## src/rtl/riscv_pkg.sv

```systemverilog
// Shared RV32I encoding constants, op/func enums and immediate-range helper.
// INST_ENCODER_LI_EN (in the encoder) decides whether OP_LI is encodable.
package riscv_pkg;

  localparam logic [6:0] OPC_LUI    = 7'b0110111;
  localparam logic [6:0] OPC_AUIPC  = 7'b0010111;
  localparam logic [6:0] OPC_JAL    = 7'b1101111;
  localparam logic [6:0] OPC_JALR   = 7'b1100111;
  localparam logic [6:0] OPC_BRANCH = 7'b1100011;
  localparam logic [6:0] OPC_LOAD   = 7'b0000011;
  localparam logic [6:0] OPC_STORE  = 7'b0100011;
  localparam logic [6:0] OPC_OPIMM  = 7'b0010011;
  localparam logic [6:0] OPC_OP     = 7'b0110011;

  localparam logic [31:0] NOP = 32'h00000013;

  typedef enum logic [3:0] {
    OP_RALU = 4'd0, OP_IALU = 4'd1, OP_LUI = 4'd2, OP_AUIPC = 4'd3, OP_JAL = 4'd4,
    OP_JALR = 4'd5, OP_BRANCH = 4'd6, OP_LOAD = 4'd7, OP_STORE = 4'd8, OP_LI = 4'd9
  } op_e;

  typedef enum logic [3:0] {
    ALU_ADD = 4'd0, ALU_SUB = 4'd1, ALU_AND = 4'd2, ALU_OR = 4'd3, ALU_XOR = 4'd4,
    ALU_SLT = 4'd5, ALU_SLTU = 4'd6, ALU_SLL = 4'd7, ALU_SRL = 4'd8, ALU_SRA = 4'd9
  } alu_e;

  typedef enum logic [2:0] {
    BR_BEQ = 3'd0, BR_BNE = 3'd1, BR_BLT = 3'd2, BR_BGE = 3'd3, BR_BLTU = 3'd4, BR_BGEU = 3'd5
  } br_e;

  function automatic logic [2:0] alu_funct3(input logic [3:0] f);
    case (f)
      ALU_SLL:          return 3'b001;
      ALU_SLT:          return 3'b010;
      ALU_SLTU:         return 3'b011;
      ALU_XOR:          return 3'b100;
      ALU_SRL, ALU_SRA: return 3'b101;
      ALU_OR:           return 3'b110;
      ALU_AND:          return 3'b111;
      default:          return 3'b000;
    endcase
  endfunction

  function automatic logic [2:0] br_funct3(input logic [2:0] f);
    case (f)
      BR_BNE:  return 3'b001;
      BR_BLT:  return 3'b100;
      BR_BGE:  return 3'b101;
      BR_BLTU: return 3'b110;
      BR_BGEU: return 3'b111;
      default: return 3'b000;
    endcase
  endfunction

  // True when v is representable as a two's-complement number of 'bits' bits.
  function automatic logic fits_signed(input logic [31:0] v, input int unsigned bits);
    logic signed [31:0] s;
    s = $signed(v) >>> (bits - 1);
    return (s == '0) || (s == '1);
  endfunction

endpackage

```

## src/rtl/inst_pack.sv

```systemverilog
// Combinational RV32I field packing and legality checks for one request.
// With INST_ENCODER_LI_EN, LI may also yield a second (ADDI) word.
module inst_pack
  import riscv_pkg::*;
(
  input  logic [3:0]  op_i,
  input  logic [3:0]  alu_func_i,
  input  logic [2:0]  br_func_i,
  input  logic [4:0]  rd_i,
  input  logic [4:0]  rs1_i,
  input  logic [4:0]  rs2_i,
  input  logic [31:0] imm_i,
`ifdef INST_ENCODER_LI_EN
  output logic        two_word_o,
  output logic [31:0] inst2_o,
`endif
  output logic [31:0] inst_o,
  output logic        err_o
);

  logic [2:0] f3;
  logic [6:0] f7;
  logic       alu_ok;
  logic       is_shift;
`ifdef INST_ENCODER_LI_EN
  logic [19:0] hi20;
`endif

  always_comb begin
    inst_o   = NOP;
    err_o    = 1'b0;
    f3       = alu_funct3(alu_func_i);
    f7       = (alu_func_i == ALU_SUB || alu_func_i == ALU_SRA) ? 7'h20 : 7'h00;
    alu_ok   = (alu_func_i <= ALU_SRA);
    is_shift = (alu_func_i == ALU_SLL) || (alu_func_i == ALU_SRL) || (alu_func_i == ALU_SRA);
`ifdef INST_ENCODER_LI_EN
    two_word_o = 1'b0;
    inst2_o    = NOP;
    // Rounded upper part so that the sign-extended low 12 bits add back exactly.
    hi20       = imm_i[31:12] + {19'd0, imm_i[11]};
`endif
    case (op_i)
      OP_RALU: begin
        if (!alu_ok) err_o = 1'b1;
        else inst_o = {f7, rs2_i, rs1_i, f3, rd_i, OPC_OP};
      end
      OP_IALU: begin
        if (!alu_ok || alu_func_i == ALU_SUB) err_o = 1'b1;
        else if (is_shift) begin
          if (imm_i[31:5] != '0) err_o = 1'b1;
          else inst_o = {f7, imm_i[4:0], rs1_i, f3, rd_i, OPC_OPIMM};
        end else if (!fits_signed(imm_i, 12)) err_o = 1'b1;
        else inst_o = {imm_i[11:0], rs1_i, f3, rd_i, OPC_OPIMM};
      end
      OP_LUI, OP_AUIPC: begin
        if (imm_i[11:0] != '0) err_o = 1'b1;
        else inst_o = {imm_i[31:12], rd_i, (op_i == OP_LUI) ? OPC_LUI : OPC_AUIPC};
      end
      OP_JAL: begin
        if (!fits_signed(imm_i, 21) || imm_i[0]) err_o = 1'b1;
        else inst_o = {imm_i[20], imm_i[10:1], imm_i[11], imm_i[19:12], rd_i, OPC_JAL};
      end
      OP_JALR: begin
        if (!fits_signed(imm_i, 12)) err_o = 1'b1;
        else inst_o = {imm_i[11:0], rs1_i, 3'b000, rd_i, OPC_JALR};
      end
      OP_BRANCH: begin
        if (br_func_i > BR_BGEU || !fits_signed(imm_i, 13) || imm_i[0]) err_o = 1'b1;
        else inst_o = {imm_i[12], imm_i[10:5], rs2_i, rs1_i, br_funct3(br_func_i),
                       imm_i[4:1], imm_i[11], OPC_BRANCH};
      end
      OP_LOAD: begin
        if (!fits_signed(imm_i, 12)) err_o = 1'b1;
        else inst_o = {imm_i[11:0], rs1_i, 3'b010, rd_i, OPC_LOAD};
      end
      OP_STORE: begin
        if (!fits_signed(imm_i, 12)) err_o = 1'b1;
        else inst_o = {imm_i[11:5], rs2_i, rs1_i, 3'b010, imm_i[4:0], OPC_STORE};
      end
`ifdef INST_ENCODER_LI_EN
      OP_LI: begin
        if (fits_signed(imm_i, 12)) begin
          inst_o = {imm_i[11:0], 5'd0, 3'b000, rd_i, OPC_OPIMM};
        end else begin
          inst_o     = {hi20, rd_i, OPC_LUI};
          two_word_o = (imm_i[11:0] != '0);
          inst2_o    = {imm_i[11:0], rd_i, 3'b000, rd_i, OPC_OPIMM};
        end
      end
`endif
      default: err_o = 1'b1;
    endcase
  end

endmodule

```

## src/rtl/inst_encoder.sv

```systemverilog
// Registered RV32I instruction encoder with valid/ready on both sides.
// Define INST_ENCODER_LI_EN to enable the two-word LI pseudo-instruction.
module inst_encoder
  import riscv_pkg::*;
(
  input  logic        clk,
  input  logic        rst,
  input  logic        in_valid,
  output logic        in_ready,
  input  logic [3:0]  in_op,
  input  logic [3:0]  in_alu_func,
  input  logic [2:0]  in_br_func,
  input  logic [4:0]  in_rd,
  input  logic [4:0]  in_rs1,
  input  logic [4:0]  in_rs2,
  input  logic [31:0] in_imm,
  output logic        out_valid,
  input  logic        out_ready,
  output logic [31:0] out_inst,
  output logic        out_err
);

  typedef enum logic [1:0] {
    S_IDLE,
    S_HOLD
`ifdef INST_ENCODER_LI_EN
    , S_HOLD_LI
`endif
  } state_e;

  state_e      state_q, state_d;
  logic [31:0] inst_q, inst_d;
  logic        err_q, err_d;
  logic        accept;
  logic [31:0] pk_inst;
  logic        pk_err;
`ifdef INST_ENCODER_LI_EN
  logic [31:0] queue_q, queue_d;
  logic [31:0] pk_inst2;
  logic        pk_two;
`endif

  inst_pack u_pack (
    .op_i       (in_op),
    .alu_func_i (in_alu_func),
    .br_func_i  (in_br_func),
    .rd_i       (in_rd),
    .rs1_i      (in_rs1),
    .rs2_i      (in_rs2),
    .imm_i      (in_imm),
`ifdef INST_ENCODER_LI_EN
    .two_word_o (pk_two),
    .inst2_o    (pk_inst2),
`endif
    .inst_o     (pk_inst),
    .err_o      (pk_err)
  );

  assign in_ready  = (state_q == S_IDLE) || (state_q == S_HOLD && out_ready);
  assign accept    = in_valid && in_ready;
  assign out_valid = (state_q != S_IDLE);
  assign out_inst  = inst_q;
  assign out_err   = err_q;

  always_ff @(posedge clk or posedge rst) begin
    if (rst) begin
      state_q <= S_IDLE;
      inst_q  <= '0;
      err_q   <= 1'b0;
`ifdef INST_ENCODER_LI_EN
      queue_q <= '0;
`endif
    end else begin
      state_q <= state_d;
      inst_q  <= inst_d;
      err_q   <= err_d;
`ifdef INST_ENCODER_LI_EN
      queue_q <= queue_d;
`endif
    end
  end

  always_comb begin
    state_d = state_q;
    inst_d  = inst_q;
    err_d   = err_q;
`ifdef INST_ENCODER_LI_EN
    queue_d = queue_q;
`endif
    case (state_q)
      S_IDLE, S_HOLD: begin
        if (accept) begin
          inst_d  = pk_inst;
          err_d   = pk_err;
          state_d = S_HOLD;
`ifdef INST_ENCODER_LI_EN
          queue_d = pk_inst2;
          if (pk_two) state_d = S_HOLD_LI;
`endif
        end else if (state_q == S_HOLD && out_ready) begin
          state_d = S_IDLE;
        end
      end
`ifdef INST_ENCODER_LI_EN
      // LUI word drains first; the queued ADDI becomes the pending word.
      S_HOLD_LI: begin
        if (out_ready) begin
          inst_d  = queue_q;
          err_d   = 1'b0;
          state_d = S_HOLD;
        end
      end
`endif
      default: state_d = S_IDLE;
    endcase
  end

endmodule

```

## config.mk

```make
export PLATFORM = sky130hd
export DESIGN_NAME = inst_encoder
export DESIGN_NICKNAME = d
export VERILOG_FILES = /design/src/rtl/riscv_pkg.sv /design/src/rtl/inst_pack.sv /design/src/rtl/inst_encoder.sv
export SDC_FILE = /design/constraint.sdc
export NUM_CORES = 1
export LEC_CHECK = 0
export ABC_AREA = 1
export BUFFER_PORTS_ARGS = -buffer_cell sky130_fd_sc_hd__buf_2
export CAP_MARGIN = 20
export CELL_PAD_IN_SITES_DETAIL_PLACEMENT = 1
export CELL_PAD_IN_SITES_GLOBAL_PLACEMENT = 1
export CORE_AREA = 2 2 97 99
export CTS_CLUSTER_SIZE = 20
export DETAILED_ROUTE_END_ITERATION = 12
export DIE_AREA = 0 0 99 101
export PLACE_DENSITY_LB_ADDON = 0.3
export SLEW_MARGIN = 0
export SYNTH_ARGS = -nofsm -noshare
export SYNTH_HDL_FRONTEND = slang
export SYNTH_SLANG_ARGS = --single-unit
```

## constraint.sdc

```tcl
create_clock -name clk -period 2.6 [get_ports clk]
set_clock_uncertainty 0.2 [all_clocks]
set_input_delay 0.26 -clock clk [delete_from_list [all_inputs] [get_ports clk]]
set_output_delay 0.26 -clock clk [all_outputs]
set_load 0.01 [all_outputs]
```

# After elaboration in Yosys (flattened, before gate mapping)
# Memory sizes are Yosys's and may differ from the RTL's.
# Cells that the tools add are included.
[op_classes]
magnitude_cmp = 2
n_eq_ne = 22
mux = 27
n_reduce_logical = 28
[ops]
columns = ["operator", "count"]
rows = [
  ["2-to-1 mux 32 bit", 11],
  ["case mux 32 bit (8 select lines)", 1],
  ["== test 32 bit (second input constant)", 3],
  ["zero test 32 bit", 3],
  ["nonzero test 27 bit", 1],
  ["== test 4 x 3 -> 1 bit (second input constant)", 5],
  ["case mux 3 bit (5 select lines)", 1],
  ["== test 4 bit (second input constant)", 3],
  ["2-to-1 mux 6 bit", 2],
  ["nonzero test 12 bit", 1],
  ["logical OR 1 bit", 11],
  ["== test 4 x 1 -> 1 bit (second input constant)", 2],
  ["== test 4 x 2 -> 1 bit (second input constant)", 2],
  ["2-to-1 mux 1 bit", 8],
  ["== test 3 x 2 -> 1 bit (second input constant)", 2],
  ["== test 3 bit (second input constant)", 2],
  ["2-to-1 mux 2 bit", 3],
  ["case mux 1 bit (6 select lines)", 1],
  ["less-or-equal comparator 4 bit (second input constant)", 1],
  ["zero test 4 bit", 1],
  ["OR reduction 2 bit", 2],
  ["== test 3 x 1 -> 1 bit (second input constant)", 1],
  ["greater-than comparator 3 bit (second input constant)", 1],
  ["zero test 1 bit", 3],
  ["7 further kinds", 8],
]
[word_totals]
regBits = 35
mem_bits_ro = 48
inputBits = 62
out_inout_bits = 35
elab_cells = 83
memories = 1
[memory_table]
columns = ["memory", "depth", "width", "rd", "rd_clocked_by_memory_dff", "wr", "line", "rtl"]
rows = [
  ["(name not given)", 16, 3, 1, 0, 0, "riscv_pkg.sv:32", "case (f)"],
]

# Depth between registers and ports, before layout
# Gate-level depths: netlist of run 1.
[logic_depth]
word_depth = 7
mapped_depth = 14
mapped_depth_nobuf = 14

# Modules after synthesis
# From an unflattened synthesis of run 1, not the netlist that was laid out.
[unflattened]
cells_unflattened = 531
hier_area_um2 = 3203.1
[by_module_without_submodules]
columns = ["module", "n_inst", "cells_each", "area_each_um2", "seq_area_each_um2"]
rows = [
  ["inst_pack", 1, 383, 1829.3, 0.0],
  ["inst_encoder", 1, 148, 1373.8, 850.8],
]

# Least setup slack after synthesis of run 1
# No wires, ideal clock.
[synth_path]
path_kind = "input-to-reg"
from = "input in_alu_func[1]"
to = "register inst_q[22], in the netlist out_inst[22]"
setup_time_ns = 0.117
t_arrival_ns = 1.479
t_required_ns = 2.283
setup_slack_ns = 0.804
stages = 12
n_path_buf = 0
cell_sequence = "inv_1 -> ha_1 -> nand2_2 -> nand3_2 -> o21ai_4 -> inv_2 -> nand4_4 -> nand3_1 -> nand2_1 -> nand2_1 -> nand2_1 -> nand2_1"
[synth_between]
elab_chain_len = 6
elab_cells_between_ends = 13
cone_classes = "1 x order compare; 4 x eq/ne; 4 x mux; 4 x reduce/logical"
[synth_lines]
columns = ["item", "line", "rtl"]
rows = [
  ["start, declared", "inst_encoder.sv:11", "input logic [3:0] in_alu_func,"],
  ["parallel branches: the longest is 5 deep, another holds less-or-equal comparator 4 bit", "n/a", ""],
  ["case mux 32 bit (8 select lines) *", "inst_pack.sv:42", "case (op_i)"],
  ["end signal, assigned", "inst_encoder.sv:75", "inst_q <= inst_d;"],
  ["end, declared", "inst_encoder.sv:32", "logic [31:0] inst_q, inst_d;"],
]
# Mark *: on every way between the ends.
# A chain may end at the register's enable or synchronous reset.

# Worst setup path after layout of run 1
# Same ends and word-level chain as after synthesis.

==> run_results.csv, run 1 <==
group,metric,value,unit
pwr,fin_total_pwr,1.23,mW
sta,period_needed,2.16,ns
floorplanning,core,8980,um^2
cts,clock-sinks,33,
sta,finalHoldViolations,0,
synthesis,syn_nets,612,
pwr,power_leakage,2.25,nW
route,ant_nets,0,
finish,areaGrowthSynthToFinish,21.3,%
status,status,"finished clean",
sta,slew-limit-headroom,0.653,
cts,cts_setup_buffers,0,
setup_path,required,2.63,ns
synthesis,synthesis.area,3310,um^2
floorplanning,dieArea,10000,um^2
setup_path,setup.worst_path.class,"input port to register",
finish,final_cell_mix,"nand2_1, buf_2, nor2_1, nand3_1, inv_1",
flow_run,maxCapViolCount,0,
setup_path,slowest_stage,"o22ai_2",
synthesis,syn_area_per_cell,6.07,um^2
synthesis,synthAdderAreaFrac,0.0189,
synthesis,synthCells,545,
floorplanning,row_count,35,
floorplanning,die_h,101,um
finish,diodes,0,
cts,path_clk_slew,0.07,ns
global_routing,grt_pass1_wl,20.9,mm
cts,cts-root-buf,"clkbuf_8",
pwr,ir_drop,0.155,mV
finish,nets,712,
route,via_count,3965,
cts,cts_tree,"yes",
setup_path,critical_path.max_stage_delay,0.39,ns
route,drcViolationCount,0,
cts,ctsResizeCount,0,
setup_path,end_kind,"register",
place,numPortBuffers,96,
finish,post-route-util,0.447,
synthesis,synth_top_family_by_area,"simple AND/OR/NAND/NOR gates",
setup_path,worstPathArrival,2.19,ns
sta,max_freq,462,MHz
sta,fin_setup_tns,0,ns
sta,worstMarginPinSlew,0.520,ns
finish,drive_gt1_frac,0.268,
synthesis,yosys.area_share.simple,0.551,
sta,finalSetupViolCount,0,
synthesis,synth_compound_area_frac,0.0900,
synthesis,synth-seq-cells,33,
route,avgRoutedWirePerCell,16.7,um
synthesis,yosysWarningCount,0,
global_routing,track_usage,0.260,
floorplanning,start_util,0.369,
place,routabilityCongestion,0.903,
route,viasPerCell,5.24,
global_routing,grt_max_degree,34,
cts,ctsHoldBuffers,1,
synthesis,synthMuxAreaShare,0,
synthesis,synth_xor_area_frac,0,
floorplanning,io_pins,97,
route,dr.pass1.iters,4,
global_routing,antenna_found_initial,0,
cts,worstSkewPairLatency,0.29,ns
setup_path,cp_cell_sequence,"buf_2, inv_1, ha_1, nor2_1, o22ai_2, inv_2, nand3_1, nand4_4, nand3_1, nand2_1, nand2_1, nand2_1, nand2_1",
setup_path,cp_max_fo,9,
synthesis,seq_area_frac_synth,0.250,
cts,cts_buffers,5,
synthesis,synth_cell_types,35,
global_routing,grt_pass1_vias,4106,
sta,period_share,0.832,
sta,drv_slew,0,
route,drtIter0Drc,162,
finish,final_common_cell,"nand2_1",
route,routed_wl,12.7,mm
place,hpwlAfterDp,10.4,mm
cts,htree_levels,2,
setup_path,cp-start-kind,"input port",
pwr,power.density,306,nW/um^2
floorplanning,die_w,99,um
sta,rsz0062_at_grt,"no",
worst_hold_path,hold_path.class,"input port to register",
setup_path,cp_common_cell,"nand2_1",
global_routing,grt-ovfl-total,0,
cts,cts.path.max_buffers,2,
## area by class of cell
class                           instances  area (um^2)
Sequential cell                        33          826
Timing Repair Buffer                  107          566
Tap cell                              111          139
Fill cell                            1293         4960
Clock buffer                            5         68.8
Inverter                               57          214
Multi-Input combinational cell        441         2180
Clock inverter                          3         17.5
## critical path: cells and delay by family
family	cells	cell delay (ns)
compound gates	1	0.39
buf+inv	3	0.43
fa+ha+maj	1	0.24
simple gates	8	0.87
## synthesized netlist by cell type, drive strengths merged
cell     count  area share
buf         10       0.021
ha           5       0.019
o22ai        4      0.0095
nand4       17       0.037
nand2      222        0.28
o2111ai      1      0.0026
o21ai        9       0.017
clkinv       1      0.0011
dfrtp       33        0.25
a21oi       22       0.033
clkbuf       4      0.0045
nand3       58       0.097
nor2        68       0.089
inv         56       0.064
a22oi        1      0.0023
nor3        20       0.044
a21boi       3      0.0068
or2          3      0.0057
o211ai       3      0.0068
o31ai        4      0.0091
o221ai       1      0.0026
## sequential cells by signal, summed over array words and instances, names as in the netlist
register	flops
out_inst	31
out_err	1
state_q	1
## logic make-up (layout without fill, tap and decap cells)
family | after synthesis | count (layout)
DFF | 33 | 33
AOI/OAI and AO/OA | 48 | 48
adders and majority gates | 5 | 5
buffers and inverters | 71 | 172
and+or+nand+nor | 388 | 388
## where the power goes
group	switching [mW]	internal, mW
sequential	0.00684	0.526
combinational	0.215	0.0959
clock	0.201	0.185
total	0.423	0.807
## per-stage QoR
step / std cells / hold slack [ns] / setup WS (ns) / cell area, um^2
after detailed placement: 748 / 0.176 / 0.171 / 3920
after CTS: 757 / 0.0516 / 0.448 / 4010
final: 757 / 0.0555 / 0.437 / 4010
after floorplan: 545 / 0.189 / 0.804 / 3310
after global placement: 748 / 0.168 / 0.186 / 3920
after global routing: 757 / 0.0738 / 0.263 / 4010
## path summary, 6_finish.rpt
kind                       slack, ns      startpoint           end  depth (start not counted)
min                             0.06        in_rd[2]   out_inst[9]                          5
min in group asynchronous       0.40             rst   out_inst[8]                          4
max in group asynchronous       1.49             rst   out_inst[5]                          4
min reg2reg                     0.28     out_inst[2]   out_inst[2]                          2
max                             0.44  in_alu_func[1]  out_inst[22]                         13
max reg2reg                     0.76      state_q[0]       out_err                          6
## routing by layer
| metal | vias up | global-route usage | routed length (um) |
|---|---|---|---|
| met5 | - | 0 | 0 |
| met2 | 105 | 0.432 | 5890 |
| met4 | 0 | 0.0906 | 319 |
| li1 | 1949 | - | - |
| met3 | 16 | 0.0340 | 610 |
| met1 | 1895 | 0.349 | 5840 |
(Power assumes the default switching activity.)
==> run 2, diff against run 1 <==
--- a/config.mk
+++ b/config.mk
@@ -5,15 +5,15 @@
 export SDC_FILE = /design/constraint.sdc
 export NUM_CORES = 1
 export LEC_CHECK = 0
-export ABC_AREA = 1
+export ABC_AREA = 0
 export BUFFER_PORTS_ARGS = -buffer_cell sky130_fd_sc_hd__buf_2
 export CAP_MARGIN = 20
 export CELL_PAD_IN_SITES_DETAIL_PLACEMENT = 1
 export CELL_PAD_IN_SITES_GLOBAL_PLACEMENT = 1
-export CORE_AREA = 2 2 97 99
+export CORE_AREA = 2 2 89 91
 export CTS_CLUSTER_SIZE = 20
 export DETAILED_ROUTE_END_ITERATION = 12
-export DIE_AREA = 0 0 99 101
+export DIE_AREA = 0 0 91 93
 export PLACE_DENSITY_LB_ADDON = 0.3
 export SLEW_MARGIN = 0
 export SYNTH_ARGS = -nofsm -noshare
==> constraint.sdc (replaced) <==
create_clock -name clk -period 1.8 [get_ports clk]
set_clock_uncertainty 0.2 [all_clocks]
set_input_delay 0.18 -clock clk [delete_from_list [all_inputs] [get_ports clk]]
set_output_delay 0.18 -clock clk [all_outputs]
set_load 0.01 [all_outputs]
==> run_results.csv, run 2 <==
group,metric,value,unit
floorplanning,core,7530,um^2
route,avgRoutedWirePerCell,19.8,um
finish,nets,534,
global_routing,track_usage,0.244,
status,violations,"negative hold slack, negative setup slack",
pwr,ir_drop,0.245,mV
worst_hold_path,hold_path.class,"input port to register",
finish,multi_input_area,1710,um^2
route,viasPerCell,5.39,
cts,cts_buffers,5,
sta,worstMarginPinSlew,0.462,ns
sta,finalSetupViolCount,22,
setup_path,critical_path.max_stage_delay,0.45,ns
pwr,swShare,0.317,
cts,path_clk_slew,0.08,ns
synthesis,seq_area_frac_synth,0.364,
synthesis,async_flop_share,1.00,
sta,period_share,1.07,
global_routing,gr-max-usage-layer,"met2",
cts,worstSkewPairLatency,0.30,ns
synthesis,synth_commonest_cells,"dfrtp_1, nand2_1, a21oi_1, nor2_1, a21o_1",
cts,htree_levels,2,
setup_path,end_kind,"register",
setup_path,cp_cell_sequence,"buf_2, nor4_4, nand3_2, or3_4, a21oi_4, nor2_2, o311a_1, o22a_1",
floorplanning,io_pins,97,
synthesis,yosysMostFrequentCell,"dfrtp_1",
cts,cts.path.max_buffers,2,
pwr,power.density,441,nW/um^2
sta,rsz0062_at_grt,"yes",
sta,setup_ws,-0.131,ns
route,dr.pass1.iters,5,
synthesis,synthCells,258,
finish,num-fill-cells,916,
finish,areaGrowthSynthToFinish,90.3,%
pwr,power_leakage,2.15,nW
route,via_count,3074,
place,numPortBuffers,96,
route,routed_wl,11.3,mm
finish,diodes,0,
global_routing,met2_usage,0.454,
finish,drive_gt1_frac,0.556,
place,hpwlAfterDp,7.43,mm
global_routing,grt_pass1_vias,3147,
global_routing,grt_use_met1,0.291,
floorplanning,die_w,91,um
finish,finalNonFillerCells,570,
synthesis,ys.flop_type,"dfrtp_1",
synthesis,synth-seq-cells,33,
flow_run,maxCapViolCount,0,
sta,period_needed,1.93,ns
sta,slew-limit-headroom,0.692,
floorplanning,row_count,32,
place,routabilityCongestion,0.881,
place,numPlacedInstances,524,
floorplanning,die_h,93,um
setup_path,slowest_stage,"or3_4",
global_routing,antenna_found_initial,0,
cts,clock-sinks,33,
setup_path,cp-start-kind,"input port",
setup_path,cp_max_fo,4,
setup_path,worstPathArrival,1.92,ns
synthesis,synthesis.area,2270,um^2
synthesis,synth_edf_count,0,
route,drcViolationCount,0,
synthesis,syn_area_per_cell,8.79,um^2
synthesis,synth_cell_types,55,
finish,final_cell_mix,"buf_4, buf_2, dfrtp_1, dlygate4sd3_1, nand2_1",
synthesis,syn_nets,325,
cts,cts_tree,"yes",
floorplanning,dieArea,8460,um^2
sta,drv_slew,0,
pwr,intPower,1.30,mW
global_routing,grt_pass1_wl,16.2,mm
finish,post-route-util,0.573,
finish,final-seq-area,826,um^2
status,status,"finished, violations left",
cts,cts-root-buf,"clkbuf_8",
floorplanning,start_util,0.301,
route,ant_nets,0,
synthesis,yosysWarningCount,0,
synthesis,ys_top_cells_by_area,"dfrtp_1, a21o_1, a22o_1, a21oi_1, nand2_1",
route,drtIter0Drc,144,
synthesis,yosysTopAreaCellShare,0.364,
setup_path,required,1.79,ns
global_routing,grt-ovfl-total,0,
pwr,clockPowerShare,0.305,
pwr,switchingPower,0.602,mW
setup_path,setup.worst_path.class,"input port to register",
pwr,pwr-share-comb,0.294,
pwr,p_seq_frac,0.401,
synthesis,synth_top_area_cell,"dfrtp_1",
global_routing,grt_max_degree,34,
sta,max_freq,518,MHz
global_routing,use_met3,0.0395,
finish,largest_register_ffs,31,
sta,holdWs,-0.000924,ns
sta,finalHoldViolations,1,
finish,final_common_cell,"buf_4",
run 2: path summary, 6_finish.rpt:
path                                   from      endpoint  slack [ns]  cells after the start
worst min register to register  out_inst[6]   out_inst[6]        0.27                      2
worst max register to register   state_q[0]  out_inst[21]           0                      6
worst min-delay path             in_imm[10]  out_inst[30]     -0.0009                      3
min in group asynchronous               rst  out_inst[19]        0.33                      4
max in group asynchronous               rst  out_inst[31]        0.75                      4
worst max-delay path             in_imm[21]       out_err       -0.13                      8
run 2: layout make-up:
cell class,count,share of cell area
sequential,33,0.191
clock buffer,5,0.0160
timing repair buffer,214,0.351
inverter,8,0.0104
tap,102,0.0296
multi-input combinational,205,0.397
clock inverter,3,0.00406
run 2: timing repair:
action | in CTS | in global routing
setup buffers | 6 | 11
hold endpoints to repair | 54 | 0
pin swaps | 22 | 27
gates resized for setup | 49 | 38
endpoints found under the setup margin | 27 | 30
hold buffers | 22 | 0
run 2: metal layers:
metal / part of all wire / vias to the layer above
met5: 0 / -
met4: 0.022 / 0
met3: 0.059 / 22
met2: 0.53 / 125
met1: 0.39 / 1512
li1: - / 1415
run 2: logic make-up after synthesis:
kind of cell | share of synthesized area
compound gates | 0.322
fa+ha+maj | 0.0276
xor+xnor | 0.00773
flops | 0.364
simple gates | 0.237
buf+inv | 0.0364
mux | 0.00442
run 2: power groups by stage:
stage	Combinational [mW]	Clock (mW)	Sequential [mW]
after detailed placement	0.425	0	0.778
after global placement	0.413	0	0.778
after floorplan	0.163	0	0.785
after CTS	0.507	0.581	0.764
after global routing	0.599	0.617	0.765
final	0.559	0.580	0.764
run 2: worst max-delay path, delay by kind of cell:
| family | cells | cell delay [ns] |
|---|---|---|
| AOI/OAI and AO/OA | 3 | 0.66 |
| and+or+nand+nor | 4 | 0.97 |
| buffers and inverters | 1 | 0.12 |
run 2: through the flow:
step	setup TNS (ns)	hold WS [ns]	power, mW	setup WS, ns	cell area, um^2
6_report	-1.15	-0.000924	1.90	-0.131	4310
5_1_grt	-3.13	-0.000772	1.98	-0.197	4310
4_1_cts	-0.447	0.00222	1.85	-0.0765	4080
3_5_place_dp	-13.88	0.110	1.20	-0.597	3520
3_3_place_gp	-12.44	0.0943	1.19	-0.513	3520
2_1_floorplan	-2.99	0.0884	0.948	-0.172	2410
